File: config.mk
export PLATFORM = sky130hd
export DESIGN_NAME = alu_rr_sched
export DESIGN_NICKNAME = d
export VERILOG_FILES = /design/src/rtl/alu_rr_sched_pkg.sv /design/src/rtl/alu_rr_sched_tag_fifo.sv /design/src/rtl/alu_rr_sched.sv
export SDC_FILE = /design/constraint.sdc
export NUM_CORES = 1
export LEC_CHECK = 0
export BUFFER_PORTS_ARGS = -buffer_cell sky130_fd_sc_hd__buf_4
export CAP_MARGIN = 10
export CORE_AREA = 4 4 158 160
export DETAILED_ROUTE_END_ITERATION = 10
export DIE_AREA = 0 0 162 164
export PLACE_DENSITY_LB_ADDON = 0.3
export SLEW_MARGIN = 20
export SYNTH_ARGS = -nofsm -noshare
export SYNTH_HDL_FRONTEND = slang
export SYNTH_SLANG_ARGS = --single-unit
File: constraint.sdc
create_clock -name clk -period 2.3 [get_ports clk]
set_input_delay 0.115 -clock clk [delete_from_list [all_inputs] [get_ports clk]]
set_output_delay 0.115 -clock clk [all_outputs]
set_load 0.01 [all_outputs]
File: src/rtl/alu_rr_sched_pkg.sv
// -----------------------------------------------------------------------------
// alu_rr_sched_pkg
// Shared ALU types used by the round-robin ALU scheduler and its tag FIFO:
//   ALU_DATA_W  - operand/result width of the shared ALU
//   uint_vld_t  - valid-qualified data word (operands and results)
//   alu_cmd_t   - ALU command encoding
//   req_id_t    - requester identifier for the default requester count
// -----------------------------------------------------------------------------
package alu_rr_sched_pkg;

  localparam int unsigned ALU_DATA_W  = 32;
  localparam int unsigned NUM_REQ_DEF = 4;

  typedef struct packed {
    logic                  vld;
    logic [ALU_DATA_W-1:0] data;
  } uint_vld_t;

  typedef enum logic [2:0] {
    ALU_ADD = 3'd0,
    ALU_SUB = 3'd1,
    ALU_AND = 3'd2,
    ALU_OR  = 3'd3,
    ALU_XOR = 3'd4
  } alu_cmd_t;

  typedef logic [$clog2(NUM_REQ_DEF)-1:0] req_id_t;

endpackage

File: src/rtl/alu_rr_sched_tag_fifo.sv
// -----------------------------------------------------------------------------
// alu_tag_fifo
// Synchronous FIFO holding the requester ID of every in-flight ALU operation,
// in issue order. Head entry is presented combinationally on dout_o.
// Ports:
//   clk, rst_n      - clock, asynchronous active-low reset
//   push_i, din_i   - write an ID (ignored when full)
//   pop_i           - drop the head entry (ignored when empty)
//   dout_o          - head entry
//   empty_o, full_o - occupancy flags
// DEPTH must be a power of two (>= 2).
// -----------------------------------------------------------------------------
module alu_tag_fifo #(
  parameter int unsigned DEPTH = 4,
  parameter int unsigned W     = 2
) (
  input  logic         clk,
  input  logic         rst_n,
  input  logic         push_i,
  input  logic [W-1:0] din_i,
  input  logic         pop_i,
  output logic [W-1:0] dout_o,
  output logic         empty_o,
  output logic         full_o
);

  localparam int unsigned AW = (DEPTH > 1) ? $clog2(DEPTH) : 1;

  logic [DEPTH-1:0][W-1:0] mem_q;
  // One extra pointer bit distinguishes full from empty.
  logic [AW:0]             wr_ptr_q;
  logic [AW:0]             rd_ptr_q;

  assign empty_o = (wr_ptr_q == rd_ptr_q);
  assign full_o  = (wr_ptr_q[AW] != rd_ptr_q[AW]) &&
                   (wr_ptr_q[AW-1:0] == rd_ptr_q[AW-1:0]);
  assign dout_o  = mem_q[rd_ptr_q[AW-1:0]];

  // Storage and pointer update; pointers wrap naturally modulo 2*DEPTH.
  always_ff @(posedge clk or negedge rst_n) begin
    if (!rst_n) begin
      mem_q    <= '0;
      wr_ptr_q <= '0;
      rd_ptr_q <= '0;
    end else begin
      if (push_i && !full_o) begin
        mem_q[wr_ptr_q[AW-1:0]] <= din_i;
        wr_ptr_q                <= wr_ptr_q + {{AW{1'b0}}, 1'b1};
      end
      if (pop_i && !empty_o) begin
        rd_ptr_q <= rd_ptr_q + {{AW{1'b0}}, 1'b1};
      end
    end
  end

endmodule

File: src/rtl/alu_rr_sched.sv
// -----------------------------------------------------------------------------
// alu_rr_sched
// Round-robin scheduler sharing one in-order ALU between NUM_REQ requesters.
// Ports:
//   clk, rst_n        - clock, asynchronous active-low reset
//   req_vld/req_rdy   - per-requester request handshake (req_rdy combinational)
//   req_op_a/b, req_cmd - per-requester operands and command
//   alu_op_a_out/b_out, alu_cmd_out - registered issue to the ALU
//   alu_result_in     - ALU result, returned in issue order
//   rsp_vld, rsp_data - registered one-hot response to the issuing requester
//   err_unexp         - sticky flag: result arrived with nothing in flight
// Optional (macro ALU_RR_SCHED_PERF_EN):
//   grant_cnt         - per-requester saturating accepted-issue counters
//   stall_cnt         - saturating count of cycles blocked by full credits
// -----------------------------------------------------------------------------
module alu_rr_sched
  import alu_rr_sched_pkg::*;
#(
  parameter int unsigned NUM_REQ   = 4,
  parameter int unsigned DATA_W    = 32,
  parameter int unsigned MAX_OUTST = 4
) (
  input  logic                           clk,
  input  logic                           rst_n,
  input  logic [NUM_REQ-1:0]             req_vld,
  output logic [NUM_REQ-1:0]             req_rdy,
  input  logic [NUM_REQ-1:0][DATA_W-1:0] req_op_a,
  input  logic [NUM_REQ-1:0][DATA_W-1:0] req_op_b,
  input  alu_cmd_t [NUM_REQ-1:0]         req_cmd,
  output uint_vld_t                      alu_op_a_out,
  output uint_vld_t                      alu_op_b_out,
  output alu_cmd_t                       alu_cmd_out,
  input  uint_vld_t                      alu_result_in,
  output logic [NUM_REQ-1:0]             rsp_vld,
  output logic [DATA_W-1:0]              rsp_data,
`ifdef ALU_RR_SCHED_PERF_EN
  output logic [NUM_REQ-1:0][15:0]       grant_cnt,
  output logic [15:0]                    stall_cnt,
`endif
  output logic                           err_unexp
);

  localparam int unsigned ID_W  = (NUM_REQ > 1) ? $clog2(NUM_REQ) : 1;
  localparam int unsigned CNT_W = $clog2(MAX_OUTST + 1);
  localparam logic [NUM_REQ-1:0] ONE_REQ = {{(NUM_REQ-1){1'b0}}, 1'b1};

  logic [ID_W-1:0]    rr_ptr_q, rr_ptr_d;
  logic [CNT_W-1:0]   outst_cnt_q, outst_cnt_d;
  uint_vld_t          op_a_q, op_a_d;
  uint_vld_t          op_b_q, op_b_d;
  alu_cmd_t           cmd_q, cmd_d;
  logic [NUM_REQ-1:0] rsp_vld_q, rsp_vld_d;
  logic [DATA_W-1:0]  rsp_data_q, rsp_data_d;
  logic               err_q, err_d;

  logic [ID_W-1:0]    win_s;
  logic               found_s;
  logic               issue_ok_s;
  logic               issue_s;
  logic               pop_s;
  logic [ID_W-1:0]    tag_s;
  logic               fifo_empty_s;
  logic               fifo_full_s;

  // Circular priority search: first valid requester at or after rr_ptr.
  always_comb begin
    int          sum;
    logic [ID_W-1:0] cand;
    found_s = 1'b0;
    win_s   = '0;
    sum     = 0;
    cand    = '0;
    for (int i = 0; i < int'(NUM_REQ); i++) begin
      sum  = (int'(rr_ptr_q) + i) % int'(NUM_REQ);
      cand = ID_W'(sum);
      if (!found_s && req_vld[cand]) begin
        found_s = 1'b1;
        win_s   = cand;
      end else begin
        found_s = found_s;
      end
    end
  end

  // Credits are judged on the registered count only: a result returning this
  // cycle frees its slot for the next cycle, not this one.
  assign issue_ok_s = (outst_cnt_q < CNT_W'(MAX_OUTST));
  assign issue_s    = found_s & issue_ok_s;
  assign req_rdy    = issue_s ? (ONE_REQ << win_s) : '0;
  assign pop_s      = alu_result_in.vld & (outst_cnt_q != '0);

  alu_tag_fifo #(
    .DEPTH (MAX_OUTST),
    .W     (ID_W)
  ) u_tag_fifo (
    .clk     (clk),
    .rst_n   (rst_n),
    .push_i  (issue_s),
    .din_i   (win_s),
    .pop_i   (pop_s),
    .dout_o  (tag_s),
    .empty_o (fifo_empty_s),
    .full_o  (fifo_full_s)
  );

  // Next-state for issue, credit, response and error state.
  always_comb begin
    rr_ptr_d    = rr_ptr_q;
    outst_cnt_d = outst_cnt_q;
    op_a_d      = op_a_q;
    op_b_d      = op_b_q;
    cmd_d       = cmd_q;
    rsp_vld_d   = '0;
    rsp_data_d  = rsp_data_q;
    err_d       = err_q;

    if (issue_s) begin
      op_a_d.vld  = 1'b1;
      op_a_d.data = req_op_a[win_s];
      op_b_d.vld  = 1'b1;
      op_b_d.data = req_op_b[win_s];
      cmd_d       = req_cmd[win_s];
      rr_ptr_d    = (win_s == ID_W'(NUM_REQ - 1)) ? '0 : (win_s + ID_W'(1));
    end else begin
      op_a_d.vld  = 1'b0;
      op_b_d.vld  = 1'b0;
    end

    case ({issue_s, pop_s})
      2'b10:   outst_cnt_d = outst_cnt_q + CNT_W'(1);
      2'b01:   outst_cnt_d = outst_cnt_q - CNT_W'(1);
      default: outst_cnt_d = outst_cnt_q;
    endcase

    if (pop_s) begin
      rsp_vld_d  = ONE_REQ << tag_s;
      rsp_data_d = alu_result_in.data;
    end else begin
      rsp_vld_d  = '0;
    end

    if (alu_result_in.vld && (outst_cnt_q == '0)) begin
      err_d = 1'b1;
    end else begin
      err_d = err_q;
    end
  end

  // State and registered outputs.
  always_ff @(posedge clk or negedge rst_n) begin
    if (!rst_n) begin
      rr_ptr_q    <= '0;
      outst_cnt_q <= '0;
      op_a_q      <= '0;
      op_b_q      <= '0;
      cmd_q       <= ALU_ADD;
      rsp_vld_q   <= '0;
      rsp_data_q  <= '0;
      err_q       <= 1'b0;
    end else begin
      rr_ptr_q    <= rr_ptr_d;
      outst_cnt_q <= outst_cnt_d;
      op_a_q      <= op_a_d;
      op_b_q      <= op_b_d;
      cmd_q       <= cmd_d;
      rsp_vld_q   <= rsp_vld_d;
      rsp_data_q  <= rsp_data_d;
      err_q       <= err_d;
    end
  end

  assign alu_op_a_out = op_a_q;
  assign alu_op_b_out = op_b_q;
  assign alu_cmd_out  = cmd_q;
  assign rsp_vld      = rsp_vld_q;
  assign rsp_data     = rsp_data_q;
  assign err_unexp    = err_q;

`ifdef ALU_RR_SCHED_PERF_EN
  logic [NUM_REQ-1:0][15:0] grant_cnt_q;
  logic [15:0]              stall_cnt_q;
  logic                     stall_s;

  assign stall_s = (|req_vld) & ~issue_ok_s;

  // Saturating per-requester grant counters and full-credit stall counter.
  always_ff @(posedge clk or negedge rst_n) begin
    if (!rst_n) begin
      grant_cnt_q <= '0;
      stall_cnt_q <= '0;
    end else begin
      for (int r = 0; r < int'(NUM_REQ); r++) begin
        if (issue_s && (win_s == ID_W'(r)) && (grant_cnt_q[r] != 16'hFFFF)) begin
          grant_cnt_q[r] <= grant_cnt_q[r] + 16'd1;
        end
      end
      if (stall_s && (stall_cnt_q != 16'hFFFF)) begin
        stall_cnt_q <= stall_cnt_q + 16'd1;
      end
    end
  end

  assign grant_cnt = grant_cnt_q;
  assign stall_cnt = stall_cnt_q;
`endif

endmodule

==> results of run 1 <==
-- cell families after synthesis --
group           count (synthesis)  share of synthesized area, %
compound gates                212                          19.6
simple gates                  202                          14.7
flops                         124                          44.8
mux                            80                          12.3
buf+inv                        77                          5.31
fa+ha+maj                      11                          2.10
xor+xnor                       10                          1.26
-- sequential cells by signal, summed over array words and instances (netlist names) --
| name | cells |
|---|---|
| alu_cmd_out | 3 |
| u_tag_fifo.rd_ptr_q | 3 |
| u_tag_fifo.wr_ptr_q | 3 |
| rr_ptr_q | 2 |
| alu_op_b_out | 33 |
| rsp_data | 32 |
| rsp_vld | 4 |
| err_unexp | 1 |
| u_tag_fifo.mem_q | 8 |
| alu_op_a_out | 32 |
| outst_cnt_q | 3 |
-- Yosys cell counts (all sizes together) --
library cell | number | area, sq um
clkinv | 1 | 3.75
o21ai | 69 | 345
mux2 | 9 | 101
nand4 | 1 | 12.5
xor2 | 5 | 43.8
mux4 | 3 | 67.6
a21oi | 3 | 15.0
and3 | 68 | 425
xnor2 | 5 | 43.8
nand4bb | 1 | 27.5
nand2b | 7 | 43.8
mux2i | 68 | 681
and2 | 4 | 25.0
clkbuf | 38 | 150
nor2 | 6 | 25.0
nand2 | 106 | 405
a211oi | 68 | 531
inv | 9 | 36.3
o22a | 1 | 8.76
nor2b | 1 | 6.26
o221ai | 1 | 15.0
ha | 10 | 125
nor3 | 5 | 25.0
a31oi | 1 | 6.26
buf | 29 | 178
fa | 1 | 20.0
a21o | 2 | 15.0
or2 | 1 | 6.26
nor3b | 2 | 15.0
o22ai | 67 | 419
dfrtp | 124 | 3100
-- worst min path at each step --
| stage | from | to | slack [ps] | cells past startpoint |
|---|---|---|---|---|
| 3_5_place_dp | rst_n | alu_op_b_out[4]$_DFFE_PN0P_ | 160 | 1 |
| 5_1_grt | req_op_b[98] | alu_op_b_out[2]$_DFFE_PN0P_ | 2 | 3 |
| 2_1_floorplan | rst_n | alu_cmd_out[0]$_DFFE_PN0P_ | -180 | 0 |
| 6_report | req_op_b[98] | alu_op_b_out[2]$_DFFE_PN0P_ | 10 | 3 |
| 4_1_cts | req_op_b[98] | alu_op_b_out[2]$_DFFE_PN0P_ | 0.07 | 3 |
| 3_3_place_gp | rst_n | alu_op_b_out[4]$_DFFE_PN0P_ | 160 | 1 |
-- metal layers --
| metal | global-route usage, % | part of all wire, % | routed length [um] |
|---|---|---|---|
| met2 | 36.7 | 48 | 14500 |
| met5 | 0 | 0 | 0 |
| met1 | 27.1 | 42 | 12700 |
| met4 | 5.38 | 1.6 | 482 |
| met3 | 6.22 | 7.6 | 2280 |
-- what timing repair did --
| action | 4_1_cts | 5_1_grt |
|---|---|---|
| gates resized for setup | 1 | 11 |
| endpoints found under the setup margin | 2 | 31 |
| pin swaps | 0 | 1 |
| endpoints found under the hold margin | 112 | 1 |
| hold buffers | 100 | 1 |
| buffers inserted | 0 | 6 |
| gates cloned | 0 | 2 |
-- layout make-up --
| cell class | count | area share [%] |
|---|---|---|
| clock inverter | 15 | 1.20 |
| sequential | 124 | 25.7 |
| multi-input combinational | 515 | 28.9 |
| antenna | 1 | 0.0207 |
| clock buffer | 17 | 3.52 |
| timing repair buffer | 544 | 37.0 |
| inverter | 10 | 0.373 |
| tap | 319 | 3.31 |
-- where the power goes --
group	switching [mW]	internal, mW
logic	4.16	3.97
clock network	1.18	1.44
registers	0.632	3.24
total	5.98	8.65
-- worst max-delay path: stages (launching register included) --
cell and delay [ps]:
dfrtp_1 430, nor2b_2 140, nand4bb_4 180, nand2_4 90, inv_8 120, buf_16 180, mux2i_1 210, dlygate4sd3_1 580
o22ai_1 80
==> reports/results.tsv, run 1 <==
metric	value	unit
fillcell total	2161	
Synth Instances	716	
total track usage	21.6	%
grt total ovfl	0	
Rel. slew slack	53.8	%
number of port buffers	416	
crit path time final	2190	ps
WP data required	2590	ps
post-route cell area	0.0121	sq mm
Hold/Removal Path Class	in -> reg	
multi-input logic area	0.00349	sq mm
Final WS setup	113	ps
Core Box Area	0.0234	sq mm
CTS Sinks	124	
crit path DAT	2470	ps
Crit Path Class	reg -> reg	
Avg Inst Size Synth	9.67	sq um
routability cong.	0.837	
vias in the first global route	8095	
Slew @ Worst Pin	694	ps
FF-to-FF path depth	8	
flop-to-flop setup slack	110	ps
max-slew violation count	0	
Max Clk Rate	0.457	GHz
initial core utilization	29.6	%
H-tree Lvls	4	
DP Cell Count	1403	
Longest Clk Path Bufs	2	
Antenna Nets Post-Route	0	
Top Ports	417	
Area after DPL	0.0103	sq mm
static leakage	6.03	nW
setup TNS	0	ps
clock skew	11.5	ps
DR iter-0 viols	427	
via count of the routed design	7673	
P per Cell Area	1210	mW/mm^2
Die X	162	um
crit end category	flip-flop	
synth-to-layout area growth	74.4	%
CTS buffer count	17	
TritonRoute pass-1 iters	4	
Register Area	0.00310	sq mm
num rows	56	
Worst Setup EP	alu_op_a_out[26]$_DFFE_PN0P_	
worst-skew pair later-pin latency	420	ps
status	completed	
DR WL/cell	19.4	um
pin count of the biggest net entering global routing	83	
CP startpoint kind	flip-flop	
Mapped Area	0.00693	sq mm
Fin. Hold Viols	0	
Max FO, Critical Path	17	
Seq/Total Area, Yosys	44.8	%
pre-CTS WS	387	ps
final hold slack	13.7	ps
post-layout util	51.6	%
synth warn	0	
vias per std cell	4.97	
layout cells sized above 1	41.1	%
DP HPWL	20500	um
setup violators final	0	
post-synth cell types	42	
worst r2r dst	alu_op_a_out[26]$_DFFE_PN0P_	
crit share post-route	95.1	%
Post-Route WL	29900	um
most common cell after layout, fill and taps aside	buf_4	
clock root buffer	clkbuf_16	
global-route wire length before repair	45500	um
TritonCTS clock tree	done	
DIE AREA	0.0266	sq mm
Finished Layout Cells	1545	
reg-to-reg startpoint	rr_ptr_q[0]$_DFFE_PN0P_	
synthesized net count	1034	
initial antenna violation count	1	
NumNets Final	1530	
Clock transition at path regs	60	ps
most frequent cells in the layout	buf_4 (434), dfrtp_1 (123), nand2_1 (105)	
DRC	0	
Worst VDD drop	0.000698	V
Die Span Y	164	um
power consumption	14.6	mW
Max-Cap Viols	0	
Worst Setup SP	rr_ptr_q[0]$_DFFE_PN0P_	
synthesized flop and latch total	124	
(Power assumes the default switching activity.)
==> run 2, diff against run 1 <==
Settings changed: RECOVER_POWER set to 100.
==> run 2 against run 1 <==
Non-clock buffer count stayed put. Register-to-register slack hardly changed. Clock skew hardly changed. Global-route usage stayed put. Highest routed layer unchanged.
==> reports/results.tsv, run 2 (synthesis gave the netlist of run 1 again) <==
metric	value	unit
status	completed	
max-slew violation count	0	
Top delay family on crit path	buffers and inverters	
routability cong.	0.837	
CTS Sinks	124	
DP Cell Count	1403	
vias per std cell	4.95	
Clock transition at path regs	60	ps
DRC	0	
static leakage	5.63	nW
setup TNS	0	ps
TritonRoute pass-1 iters	4	
pre-CTS WS	387	ps
DR iter-0 viols	401	
most frequent cells in the layout	buf_4 (321), dfrtp_1 (123), clkbuf_1 (107)	
crit end category	flip-flop	
fillcell total	2267	
worst-skew pair later-pin latency	420	ps
NumNets Final	1530	
layout cells sized above 1	32.2	%
Core Box Area	0.0234	sq mm
Die X	162	um
clock skew	11.3	ps
Max-Cap Viols	0	
Die Span Y	164	um
via count of the routed design	7642	
CP startpoint kind	flip-flop	
DP HPWL	20500	um
total track usage	21.6	%
Post-Route WL	29900	um
num rows	56	
DR WL/cell	19.3	um
multi-input logic area	0.00348	sq mm
initial antenna violation count	1	
post-layout util	49.8	%
crit path DAT	2470	ps
initial core utilization	29.6	%
post-route cell area	0.0117	sq mm
vias in the first global route	8095	
Worst VDD drop	0.000678	V
power consumption	13.9	mW
crit path time final	2180	ps
final hold slack	14.9	ps
WP data required	2590	ps
number of port buffers	416	
most common cell after layout, fill and taps aside	buf_4	
max FFs per register	33	
clock root buffer	clkbuf_16	
CP bufs+invs	3	
Top Ports	417	
grt total ovfl	0	
Crit Path Class	reg -> reg	
crit share post-route	95.0	%
Max FO, Critical Path	17	
Final WS setup	116	ps
synth-to-layout area growth	68.4	%
DIE AREA	0.0266	sq mm
Finished Layout Cells	1545	
CP Cell Sequence	nor2b_2, nand4bb_4, nand2_4, inv_8, buf_16, mux2i_1, dlygate4sd3_1, o22ai_1	
P per Cell Area	1190	mW/mm^2
pin count of the biggest net entering global routing	83	
Antenna Nets Post-Route	0	
Max Clk Rate	0.458	GHz
setup violators final	0	
max incr delay on CP	580	ps
TritonCTS clock tree	done	
Register Area	0.00310	sq mm
CTS buffer count	17	
Slew @ Worst Pin	1190	ps
Worst path slowest cell	dlygate4sd3_1	
Rel. slew slack	20.4	%
Fin. Hold Viols	0	
global-route wire length before repair	45500	um
Area after DPL	0.0103	sq mm
H-tree Lvls	4	
Longest Clk Path Bufs	2	
Hold/Removal Path Class	in -> reg	
-- run 2: timing repair --
action / CTS / global route
gates cloned: 0 / 2
gates resized for setup: 1 / 11
hold buffers: 100 / 1
pin swaps: 0 / 1
endpoints found under the hold margin: 112 / 1
setup endpoints to repair: 2 / 31
buffers inserted: 0 / 6
-- run 2: final cells by class --
cell class / count / share of cell area (%)
Tap cell: 319 / 3.42
Inverter: 10 / 0.386
Multi-Input combinational cell: 515 / 29.9
Clock buffer: 17 / 3.65
Clock inverter: 15 / 1.24
Antenna cell: 1 / 0.0215
Timing Repair Buffer: 544 / 34.8
Sequential cell: 124 / 26.6
-- run 2: power by group --
part / internal (mW) / switching [mW] / total [mW]
Sequential: 3.24 / 0.611 / 3.85
Clock: 1.44 / 1.18 / 2.62
Combinational: 3.28 / 4.15 / 7.43
Total: 7.96 / 5.95 / 13.9
-- run 2: final timing paths --
| path | to | start | cells past startpoint | slack (ps) |
|---|---|---|---|---|
| min in group asynchronous | alu_op_b_out[4]$_DFFE_PN0P_ | rst_n | 2 | 470 |
| worst max register to register | alu_op_a_out[26]$_DFFE_PN0P_ | rr_ptr_q[0]$_DFFE_PN0P_ | 8 | 120 |
| worst max-delay path | alu_op_a_out[26]$_DFFE_PN0P_ | rr_ptr_q[0]$_DFFE_PN0P_ | 8 | 120 |
| worst min-delay path | alu_op_b_out[2]$_DFFE_PN0P_ | req_op_b[98] | 3 | 10 |
| worst min register to register | err_unexp$_DFFE_PN0P_ | err_unexp$_DFFE_PN0P_ | 1 | 460 |
| max in group asynchronous | rsp_data[19]$_DFFE_PN0P_ | rst_n | 3 | 560 |
-- run 2: worst register-to-register path, stage by stage (launching register included) --
cell and delay [ps]:
dfrtp_1 430, nor2b_2 150, nand4bb_4 170, nand2_4 90
inv_8 120, buf_16 180, mux2i_1 260, dlygate4sd3_1 580
o22ai_1 80
-- run 2: layer usage --
metal | part of all wire, % | wire length (um) | GRT usage (%)
met5 | 0 | 0 | 0
met4 | 1.6 | 479 | 5.38
met3 | 7.1 | 2140 | 6.22
met2 | 48 | 14500 | 36.7
met1 | 43 | 12800 | 27.1
